$ cat config.mk
export PLATFORM = sky130hd
export DESIGN_NAME = muldiv_seq
export DESIGN_NICKNAME = d
export VERILOG_FILES = /design/src/rtl/muldiv_seq.sv
export SDC_FILE = /design/constraint.sdc
export NUM_CORES = 1
export LEC_CHECK = 0
export ABC_AREA = 1
export BUFFER_PORTS_ARGS = -buffer_cell sky130_fd_sc_hd__buf_2
export CORE_UTILIZATION = 40
export DETAILED_ROUTE_END_ITERATION = 7
export PLACE_DENSITY = 0.63
export SYNTH_ARGS = -nofsm -noshare
export SYNTH_HDL_FRONTEND = slang
export SYNTH_SLANG_ARGS = --single-unit
$ cat constraint.sdc
create_clock -name clk -period 4.8 [get_ports clk]
set_clock_uncertainty 0.1 [all_clocks]
set_input_delay 0.24 -clock clk [delete_from_list [all_inputs] [get_ports clk]]
set_output_delay 0.24 -clock clk [all_outputs]
set_load 0.05 [all_outputs]
$ cat src/rtl/muldiv_seq.sv
// Multi-cycle multiply/divide unit: shift-add multiply and restoring divide,
// one bit per cycle, with a start/busy/done handshake and registered HI/LO.
module muldiv_seq #(
    parameter int WIDTH = 32,
    parameter int CW    = 6
) (
    input  logic             clk,
    input  logic             rst,
    input  logic             start,
    input  logic [1:0]       op,
    input  logic [WIDTH-1:0] a,
    input  logic [WIDTH-1:0] b,
    output logic             busy,
    output logic             done,
    output logic [WIDTH-1:0] hi,
    output logic [WIDTH-1:0] lo,
    output logic             div_by_zero
);

    localparam int W2 = 2 * WIDTH;

    typedef enum logic [1:0] {
        S_IDLE = 2'd0,
        S_CALC = 2'd1,
        S_FIX  = 2'd2,
        S_DONE = 2'd3
    } state_t;

    state_t            state_q;
    logic [CW-1:0]     cnt_q;
    logic              is_div_q;
    logic              sign_a_q;
    logic              sign_b_q;
    // Multiply: {upper partial product, remaining multiplier bits}.
    // Divide:   {partial remainder, dividend bits shifting into quotient}.
    logic [W2-1:0]     acc_q;
    // Multiplicand for multiply, divisor for divide.
    logic [WIDTH-1:0]  dvsr_q;
    logic [WIDTH-1:0]  hi_q;
    logic [WIDTH-1:0]  lo_q;
    logic              busy_q;
    logic              done_q;
    logic              dbz_q;

    logic              a_neg_s;
    logic              b_neg_s;
    logic [WIDTH-1:0]  a_mag_s;
    logic [WIDTH-1:0]  b_mag_s;
    logic              b_zero_s;
    logic [WIDTH:0]    mul_sum_s;
    logic [W2-1:0]     mul_next_s;
    logic [WIDTH:0]    div_trial_s;
    logic [WIDTH:0]    div_diff_s;
    logic [W2-1:0]     div_next_s;
    logic [W2-1:0]     calc_d;
    logic [W2-1:0]     prod_neg_s;
    logic [WIDTH-1:0]  fix_hi_d;
    logic [WIDTH-1:0]  fix_lo_d;

    // Operand conditioning at accept: signed ops use magnitudes (most-negative stays 2**(WIDTH-1) unsigned).
    always_comb begin
        a_neg_s  = op[0] & a[WIDTH-1];
        b_neg_s  = op[0] & b[WIDTH-1];
        b_zero_s = (b == {WIDTH{1'b0}});
        if (a_neg_s) begin
            a_mag_s = ~a + WIDTH'(1);
        end else begin
            a_mag_s = a;
        end
        if (b_neg_s) begin
            b_mag_s = ~b + WIDTH'(1);
        end else begin
            b_mag_s = b;
        end
    end

    // One iteration step: shift-add multiply or restoring divide.
    always_comb begin
        mul_sum_s   = {1'b0, acc_q[W2-1:WIDTH]} +
                      (acc_q[0] ? {1'b0, dvsr_q} : {(WIDTH+1){1'b0}});
        mul_next_s  = {mul_sum_s, acc_q[WIDTH-1:1]};
        div_trial_s = {acc_q[W2-1:WIDTH], acc_q[WIDTH-1]};
        div_diff_s  = div_trial_s - {1'b0, dvsr_q};
        // Top bit of the difference set means the trial was smaller than the divisor.
        if (div_diff_s[WIDTH]) begin
            div_next_s = {div_trial_s[WIDTH-1:0], acc_q[WIDTH-2:0], 1'b0};
        end else begin
            div_next_s = {div_diff_s[WIDTH-1:0], acc_q[WIDTH-2:0], 1'b1};
        end
        if (is_div_q) begin
            calc_d = div_next_s;
        end else begin
            calc_d = mul_next_s;
        end
    end

    // Sign fix-up: negate product or quotient on sign mismatch; remainder follows dividend sign.
    always_comb begin
        prod_neg_s = ~acc_q + W2'(1);
        fix_hi_d   = acc_q[W2-1:WIDTH];
        fix_lo_d   = acc_q[WIDTH-1:0];
        if (is_div_q) begin
            if (sign_a_q ^ sign_b_q) begin
                fix_lo_d = ~acc_q[WIDTH-1:0] + WIDTH'(1);
            end else begin
                fix_lo_d = acc_q[WIDTH-1:0];
            end
            if (sign_a_q) begin
                fix_hi_d = ~acc_q[W2-1:WIDTH] + WIDTH'(1);
            end else begin
                fix_hi_d = acc_q[W2-1:WIDTH];
            end
        end else begin
            if (sign_a_q ^ sign_b_q) begin
                {fix_hi_d, fix_lo_d} = prod_neg_s;
            end else begin
                {fix_hi_d, fix_lo_d} = acc_q;
            end
        end
    end

    // Control FSM with all datapath and output registers.
    always_ff @(posedge clk or posedge rst) begin
        if (rst) begin
            state_q  <= S_IDLE;
            cnt_q    <= {CW{1'b0}};
            is_div_q <= 1'b0;
            sign_a_q <= 1'b0;
            sign_b_q <= 1'b0;
            acc_q    <= {W2{1'b0}};
            dvsr_q   <= {WIDTH{1'b0}};
            hi_q     <= {WIDTH{1'b0}};
            lo_q     <= {WIDTH{1'b0}};
            busy_q   <= 1'b0;
            done_q   <= 1'b0;
            dbz_q    <= 1'b0;
        end else begin
            case (state_q)
                S_IDLE: begin
                    done_q <= 1'b0;
                    if (start) begin
                        is_div_q <= op[1];
                        sign_a_q <= a_neg_s;
                        sign_b_q <= b_neg_s;
                        cnt_q    <= CW'(WIDTH);
                        busy_q   <= 1'b1;
                        dbz_q    <= op[1] & b_zero_s;
                        if (op[1] && b_zero_s) begin
                            // Divide by zero completes immediately with a fixed result.
                            hi_q    <= a;
                            lo_q    <= {WIDTH{1'b1}};
                            done_q  <= 1'b1;
                            state_q <= S_DONE;
                        end else begin
                            acc_q   <= {{WIDTH{1'b0}}, (op[1] ? a_mag_s : b_mag_s)};
                            dvsr_q  <= op[1] ? b_mag_s : a_mag_s;
                            state_q <= S_CALC;
                        end
                    end
                end
                S_CALC: begin
                    if (cnt_q == {CW{1'b0}}) begin
                        state_q <= S_FIX;
                    end else begin
                        acc_q <= calc_d;
                        cnt_q <= cnt_q - CW'(1);
                    end
                end
                S_FIX: begin
                    hi_q    <= fix_hi_d;
                    lo_q    <= fix_lo_d;
                    done_q  <= 1'b1;
                    state_q <= S_DONE;
                end
                S_DONE: begin
                    done_q  <= 1'b0;
                    busy_q  <= 1'b0;
                    state_q <= S_IDLE;
                end
                default: begin
                    done_q  <= 1'b0;
                    busy_q  <= 1'b0;
                    state_q <= S_IDLE;
                end
            endcase
        end
    end

    assign busy        = busy_q;
    assign done        = done_q;
    assign hi          = hi_q;
    assign lo          = lo_q;
    assign div_by_zero = dbz_q;

endmodule

**Yosys cells after proc, flatten, opt, wreduce, memory -nomap -nowiden**

Cells that the tools add are included.

- Div/mod/pow operators: 0
- Shift-type cells: 0
- Bitwise logic cells: 10
- Multiplexer cells: 35
- Order comparisons: 0
- Reductions and logical operators: 15
- Equality and inequality tests: 8
- Multipliers: 0
- Add/subtract/negate cells: 8

Operators by type and width:

| cell | count |
|---|---|
| $mux W32 | 15 |
| $mux W64 | 5 |
| $add A32 B1 Y32 const B | 4 |
| $not A32 Y32 | 4 |
| $pmux W32 S2 | 2 |
| $pmux W64 S2 | 1 |
| $add A64 B1 Y64 const B | 1 |
| $not A64 Y64 | 1 |
| $add A32 B32 Y33 | 1 |
| $sub A33 B32 Y33 | 1 |
| $logic_not A32 Y1 | 1 |
| $mux W6 | 2 |
| $pmux W6 S2 | 1 |
| $ne A2 B2 Y1 const B | 5 |
| $reduce_and A3 Y1 | 3 |
| $pmux W2 S4 | 1 |
| $logic_not A6 Y1 | 1 |
| $mux W2 | 3 |
| $reduce_and A2 Y1 | 3 |
| $reduce_bool A2 Y1 | 3 |
| $sub A6 B1 Y6 const B | 1 |
| $eq A2 B2 Y1 const B | 2 |
| $reduce_and A4 Y1 | 1 |
| $and A1 B1 Y1 | 3 |
| 9 further kinds | 11 |

- Bits in read-only memories: 0
- Memories kept: 0
- Bits of input ports: 69
- Register bits: 174
- Output and inout bits: 67
- RAM bits: 0
- Latch bits: 0
- Logic and storage cells: 88

**Logic depth before layout (Yosys ltp)**

Gate-level depths: netlist of run 1.

- Word-level depth: 7
- Mapped depth: 20
- Gate-level depth less buffers: 18

**Worst setup path after synthesis of run 1**

OpenSTA, ideal clock, no wires.

- Path kind: reg2reg
- Start: register acc_q[0]
- End: register acc_q[55]
- Period minus slack after synthesis: 2.618 ns
- Setup time: 0.117 ns
- Slack: 2.182 ns
- Required time: 4.583 ns
- Cell stages (with the launch flop): 18
- Arrival time: 2.402 ns
- Cells stage by stage: dfrtp_1 buf_6 clkbuf_1 nand2_1 inv_1 ha_1 inv_1 fa_1 o21ai_0 nand2_1 nand2_1 nand3_1 nand3_1 nor2_1 o21ai_0 inv_1 nand2_1 nand2_1

- Longest elaborated chain between the ends: 5

RTL lines:

| what | line | text |
|---|---|---|
| start: declaration | 36 | `logic [W2-1:0] acc_q;` |
| start signal: assignment | 130 | `acc_q <= {W2{1'b0}};` |
| start signal: assignment | 155 | `acc_q <= {{WIDTH{1'b0}}, (op[1] ? a_mag_s : b_mag_s)};` |
| start signal: assignment | 165 | `acc_q <= calc_d;` |
| $mux W32 | 80 | `(acc_q[0] ? {1'b0, dvsr_q} : {(WIDTH+1){1'b0}});` |
| $add A32 B32 Y33 | 79 | `mul_sum_s = {1'b0, acc_q[W2-1:WIDTH]} +` |
| $mux W64 | 90 | `if (is_div_q) begin` |
| $mux W64 | 162 | `if (cnt_q == {CW{1'b0}}) begin` |
| $pmux W64 S2 | 138 | `case (state_q)` |

No other way between the ends. The select of a mux whose other input is x is not followed.
A chain may end at the register's enable or synchronous reset.

**Worst setup path in the final report of run 1**

Ends and elaborated chain as after synthesis.

==> metrics, run 1 <==
GRT overflow 0; total track usage 32.93%; crit-path cells nand2_1, inv_1, ha_1, inv_1, fa_1, o21ai_0, nand2_1, nand2_1, nand3_1, nand3_1, nor2_1, o21ai_0, inv_1, nand2_1, nand2_1; Post-synth ARST share 100.0%; slew margin rel. 38.05%; CP max stage delay 960 ps; Die Span Y 217.2 um; Mapped Area 18,530 um^2; Mapped Cells 3,186; cell mode on critical path nand2_1; placed cell count 3,841; Comb power frac 68.6%; largest net degree at the start of global routing 123; most frequent cell after synthesis nand2_1; Reg2Reg Depth 15; Critical Path Sink Type flip-flop; Lkg Pwr 10.55 nW; Critical Path Sink acc_q[55]$_DFFE_PP0P_; die area 47,180 um^2; Max-Cap Viols 0; hold wc startpoint a[1]; fillers 5,030; post-layout util 44.44%; area grow syn2layout 9.327%; H-tree Lvls 4; startpoint types flip-flop; worst hold-check path type input pin to flip-flop; fmax 0.2967 GHz; non-filler cells, final 3,876; fin. max-slew vios 0; Pwr Density 702.9 nW/um^2; synth warn 0; Slowest cell on crit path dfrtp_1; CP max FO 33; Internal Power 0.005539 W; Req. time, crit path 5090 ps; maximum vdd ir drop 455.7 uV; vias 21.42k; clk root buf clkbuf_16; I/O Buffers 135; RSZ-0062 raised after global routing false; Worst Tran Pin Value 929.3 ps; Sw Share 61.09%; number of flops mapped to enable cells by yosys 0; Clk Latency, worst-skew pair 500 ps; Ports 136; leading area contributor after synthesis dfrtp_1; Avg Cell Area, Syn 5.815 um^2; ys flop type dfrtp_1; Initial DRT Pass Iterations 6; Sink Count 174; pre-CTS WS 1525 ps; r2r setup slk 1430 ps; outcome completed; area of the core 45,580 um^2; GPL Wtd Cong 1.031; minimum clock period 3370 ps; post-cts sizing count 0; Post-route DRC 0; Synth area leaders dfrtp_1 (24%), nand2_1 (20%), nand3_1 (9.0%); Setup-failing EPs final 0; Core Rows 78; DRT antenna net count 0; WL final 77.84 mm; DRT iter0 DRCs 2,980; Die Width 217.2 um; CP delay by family, top flip-flops; Nets 3,408; Seq pwr share 21.1%; Clock Tree Buf Depth 2; post-synth top area share 23.50%; drt via density 5.527; WL/cell 20.08 um; crit path DAT 3660 ps; post-synthesis sequential area ratio 23.50%; Bufs and invs on worst path 3; first-pass GRT wire length 117.1 mm; layout cells sized above 1 8.489%; Syn Nets 3,332; initial antenna violation count 1; flops & latches, synth 174; RR Endpoint acc_q[55]$_DFFE_PP0P_; clock slew at reported path FFs 80 ps; Synth cell types 51; Final period util 70.21%; Fin. Hold Viols 0; Hold-fix buffers, CTS 2; crit path kind flip-flop to flip-flop; stages on the worst setup path 15; clock power share 10.4%; Setup Fix Bufs, Post-CTS 0; vias in the first global route 18.99k; Crit Reg-Reg Startpoint acc_q[0]$_DFFE_PP0P_; post-DP HPWL 62.99 mm; CP Launch Point acc_q[0]$_DFFE_PP0P_; starting density of the core 40.65%; Post-synth top cells nand2_1 (1,001), inv_1 (415), nor2_1 (377), nand3_1 (332), o21ai_0 (178); setup TNS 0 ps; TritonCTS clock tree done; Net Sw Power 0.008696 W; Final Worst Setup Slack 1430 ps; CTS buffer count 17
## layout by cell type, fill, tap and decap left out, drive strengths merged, types with 3 or more instances in the layout
cell    synthesis  layout
clkbuf         52      19
clkinv          3       7
o31ai           6       6
o22ai           9       9
nor3           50      50
nand3         340     340
inv           425     433
a21oi         170     170
xnor2          14      14
or2            12      12
xor2           41      41
nand4          34      34
buf            52     159
nand3b         12      12
o21ai         214     214
a31oi          20      20
o21bai          8       8
ha             75      75
a22oi           7       7
a211oi          3       3
dfrtp         174     174
and2            5       5
nand2        1016    1016
a21boi         11      11
o211ai         26      26
nor4            5       5
nor2          392     392
o21a            4       4
## worst min path at each step
stage                         endpoint  slack [ps]  cells past startpoint
floorplan            hi[0]$_DFFE_PP0P_         300                      2
global placement    hi[17]$_DFFE_PP0P_         360                      2
detailed placement  hi[14]$_DFFE_PP0P_         360                      2
CTS                 hi[20]$_DFFE_PP0P_          50                      3
global route         hi[1]$_DFFE_PP0P_          80                      3
finish               hi[1]$_DFFE_PP0P_          70                      3
## flip-flops by register name, summed over array words and instances (netlist names)
register     count
done             1
is_div_q         1
sign_b_q         1
acc_q           64
lo              32
hi              32
dvsr_q          32
div_by_zero      1
busy             1
state_q          2
sign_a_q         1
cnt_q            6
## final cells by class
cell class,instances,area (um^2),area share [%]
inverters,428,1610,7.951
well taps,600,750.7,3.707
multi-input cells,2480,12060,59.53
clock buffers,19,452.9,2.236
clock inverters,13,136.4,0.6734
flip-flops and latches,174,4355,21.50
repair buffers,161,888.4,4.386
diodes,1,2.502,0.01236
## kinds of logic after synthesis
group                    after synthesis  share of synthesized area (%)
AO/OA/AOI/OAI                        480                          14.62
flip-flops                           174                          23.50
XOR/XNOR                              55                          2.600
multiplexers                           1                        0.06078
adder cells (fa/ha/maj)               77                          5.282
buffers and inverters                532                          11.45
AND/OR/NAND/NOR                     1867                          42.48
## through the flow
step	area (um^2)	hold WS (ps)	total power, W
after floorplan	18530	296.1	0.009691
after global placement	19640	359.2	0.01250
after detailed placement	19640	364.6	0.01249
after CTS	20250	51.77	0.01399
after global routing	20250	82.13	0.01527
final	20250	68.34	0.01424
## metal layers
metal | routed length, um | share of wire (%) | GRT usage, % | vias to the layer above
li1 | - | - | - | 10420
met1 | 35040 | 45 | 48.71 | 9793
met4 | 2514 | 3.2 | 10.80 | 0
met3 | 8376 | 11 | 6.359 | 130
met2 | 31900 | 41 | 47.26 | 1081
met5 | 0 | 0 | 0 | -
## worst register-to-register path, cell delays in order (launching register included)
cell,delay (ps)
dfrtp_1,960
nand2_1,100
inv_1,90
ha_1,150
inv_1,50
fa_1,380
o21ai_0,490
nand2_1,100
nand2_1,180
nand3_1,100
nand3_1,160
nor2_1,60
o21ai_0,170
inv_1,60
nand2_1,50
nand2_1,50
## power by group through the flow
stage / clock (W) / sequential, W / combinational, W
2_1_floorplan: 0 / 0.00351 / 0.00618
3_3_place_gp: 0 / 0.00298 / 0.00952
3_5_place_dp: 0 / 0.00297 / 0.00952
4_1_cts: 0.00149 / 0.00295 / 0.00955
5_1_grt: 0.00154 / 0.00304 / 0.0107
6_report: 0.00148 / 0.00300 / 0.00976
No activity file was read; power rests on OpenSTA's default activity.
==> run 2: changes to the inputs <==
--- a/config.mk
+++ b/config.mk
@@ -5,11 +5,11 @@
 export SDC_FILE = /design/constraint.sdc
 export NUM_CORES = 1
 export LEC_CHECK = 0
-export ABC_AREA = 1
+export ABC_AREA = 0
 export BUFFER_PORTS_ARGS = -buffer_cell sky130_fd_sc_hd__buf_2
 export CORE_UTILIZATION = 40
 export DETAILED_ROUTE_END_ITERATION = 7
-export PLACE_DENSITY = 0.63
+export PLACE_DENSITY = 0.64
 export SYNTH_ARGS = -nofsm -noshare
 export SYNTH_HDL_FRONTEND = slang
 export SYNTH_SLANG_ARGS = --single-unit
==> constraint.sdc (replaced) <==
create_clock -name clk -period 2.9 [get_ports clk]
set_clock_uncertainty 0.1 [all_clocks]
set_input_delay 0.145 -clock clk [delete_from_list [all_inputs] [get_ports clk]]
set_output_delay 0.145 -clock clk [all_outputs]
set_load 0.05 [all_outputs]
==> run 2 against run 1 <==
Effect of this change: the run now ends with setup timing left; sequential power is 44% higher; critical path depth is 1 lower; count of clock-buffer cells in the layout decreased by 1; sequential share of layout area decreased by 0.37 points; register-to-register slack lost 1800 ps; final area rose by 1.8%; critical endpoint is now acc_q[56]$_DFFE_PP0P_; largest power group unchanged.
==> metrics, run 2 <==
starting density of the core 40.56%; Synth area leaders dfrtp_1 (29%), a21oi_1 (6.6%), o21ai_0 (6.5%); Ports 136; Mapped Cells 1,893; Nets 2,470; Critical Path Sink Type flip-flop; slew margin rel. 44.65%; outcome finished, violations left; RSZ-0062 raised after global routing true; Internal Power 0.01418 W; vias 16.09k; area of the core 36,520 um^2; Synth Area in Simple Gates 18.85%; Synth cell types 88; combinational family with the most area after synthesis compound AO/OA/AOI/OAI gates; Post-Synth Adder-Cell Area 6.605%; worst hold-check path type input pin to asynchronous set/reset pin; layout cells sized above 1 33.89%; XOR/XNOR Fraction of Synth Area 10.41%; Comb power frac 76.3%; drt via density 5.737; Sw Share 50.30%; Final Worst Setup Slack -402.6 ps; Seq pwr share 15.1%; fin. max-slew vios 0; GR peak layer met2; Final period util 113.9%; CP max FO 9; clock slew at reported path FFs 80 ps; Fin. Hold Viols 0; Max-Cap Viols 0; H-tree Lvls 4; Syn Nets 2,039; WL/cell 20.09 um; Die Width 194.4 um; Pwr Density 1383 nW/um^2; Initial DRT Pass Iterations 8; TritonCTS clock tree done; ys flop type dfrtp_1; Lkg Pwr 9.242 nW; vias in the first global route 15.37k; post-synthesis compound-gate area fraction 25.93%; clk root buf clkbuf_16; leading area contributor after synthesis dfrtp_1; met2 Use GR 47.54%; DRT iter0 DRCs 1,326; post-DP HPWL 42.82 mm; largest net degree at the start of global routing 122; minimum clock period 3303 ps; Core Rows 70; Top reg by flops acc_q; commonest non-fill, non-tap cell in the layout buf_4; post-synth top area share 29.39%; area grow syn2layout 39.24%; fmax 0.3028 GHz; Setup-failing EPs final 52; maximum vdd ir drop 540.4 uV; Pwr Total 0.02853 W; Clk Latency, worst-skew pair 470 ps; crit path DAT 3520 ps; number of flops mapped to enable cells by yosys 0; total track usage 29.37%; Die Span Y 194.4 um; I/O Buffers 135; clock power share 8.6%; initial antenna violation count 2; Clock Tree Buf Depth 2; synth warn 0; GRT overflow 0; failing checks setup timing; die area 37,810 um^2; first-pass GRT wire length 86.22 mm; Fin Hold WS 3.907 ps; Sink Count 174; max FFs per register 64; DRT antenna net count 0; startpoint types flip-flop; most frequent cell after synthesis nor2_1; crit path kind flip-flop to flip-flop; Post-route DRC 0; flops & latches, synth 174; Mapped Area 14,810 um^2; Avg Cell Area, Syn 7.826 um^2; fillers 3,306; mux share of post-synthesis cell area 3.564%; post-synthesis sequential area ratio 29.39%; Req. time, crit path 3120 ps; post-layout util 56.48%; WL final 56.35 mm; Ant. Diodes 0; GR Util met3 4.303%; Post-synth top cells nor2_1 (233), a21oi_1 (195), o21ai_0 (191), nand2_1 (187), dfrtp_1 (174); most frequent cells in the layout buf_4 (330), nor2_1 (210), nand2_1 (177), dfrtp_1 (170), a21oi_1 (164); met1 layer usage reported by global route 38.58%; Worst Tran Pin Value 830.2 ps; Post-synth ARST share 100.0%; Net Sw Power 0.01435 W; CTS buffer count 17; GPL Wtd Cong 0.9745
[run 2: cell count changes after synthesis, moves of 42 or more]
cell	before	now
nand3_1	332	19
xnor2_1	14	101
nor2_1	377	233
a21oi_1	150	195
a211oi_1	0	42
nand2_1	1001	187
inv_1	415	72
[run 2: what timing repair did]
action,4_1_cts,5_1_grt
cloned,1,0
hold buffers,10,0
endpoints found under the setup margin,59,68
gates resized for setup,194,140
buffers inserted,28,18
pin swaps,62,68
hold endpoints to repair,183,0
[run 2: metal layers]
metal / share of wire [%] / vias to the layer above
met4: 4.5 / 0
li1: - / 7634
met3: 6.3 / 143
met5: 0 / -
met1: 43 / 7716
met2: 46 / 600
[run 2: final timing paths]
path,start,endpoint,slack (ps),depth (start not counted)
max reg2reg,acc_q[0]$_DFFE_PP0P_,acc_q[56]$_DFFE_PP0P_,-400,14
max in group asynchronous,rst,is_div_q$_DFFE_PP0P_,1700,4
max,acc_q[0]$_DFFE_PP0P_,acc_q[56]$_DFFE_PP0P_,-400,14
min,rst,busy$_DFFE_PP0P_,4,3
min reg2reg,hi[16]$_DFFE_PP0P_,hi[16]$_DFFE_PP0P_,380,2
min in group clk,a[9],hi[9]$_DFFE_PP0P_,0,3
[run 2: kinds of logic after synthesis]
group,count (synthesis)
simple gates,607
compound gates,630
mux,49
xor+xnor,176
flops,174
buf+inv,180
fa+ha+maj,77
[run 2: metrics by stage]
step	cells	instance area, um^2	TNS (ps)	setup slack, ps
final	2805	20630	-13060	-402.6
after floorplan	1893	15000	-175.0	-100.1
after global routing	2805	20630	-19450	-537.3
after detailed placement	2724	18370	-23390	-573.8
after global placement	2724	18370	-21000	-545.0
after CTS	2794	19980	-9758	-388.3
[run 2: critical path, stage by stage (launching register included)]
cell and delay [ps]:
dfrtp_2 450, clkinv_4 120, buf_4 190, nor2_1 60
ha_1 300, inv_1 90, o21bai_1 100, a211oi_2 310
a2bb2oi_2 200, o211ai_1 150, a21oi_2 240, a211oi_2 110
xor2_1 160, a222oi_1 430, o31ai_1 160
[run 2: power by group through the flow]
stage | Combinational (W) | Sequential (W) | Clock, W
after floorplan | 0.0103 | 0.00547 | 0
after global placement | 0.0179 | 0.00426 | 0
after detailed placement | 0.0182 | 0.00429 | 0
after CTS | 0.0203 | 0.00428 | 0.00247
after global routing | 0.0233 | 0.00444 | 0.00256
final | 0.0218 | 0.00432 | 0.00245
[run 2: final cells by class]
type                    count  area, um^2  share of cell area, %
clock inverters            14       167.7                 0.8128
clock buffers              18       439.2                  2.129
well taps                 468       585.6                  2.839
multi-input cells        1539       10860                  52.65
flip-flops and latches    174        4359                  21.13
inverters                  73       287.8                  1.395
repair buffers            519        3928                  19.04
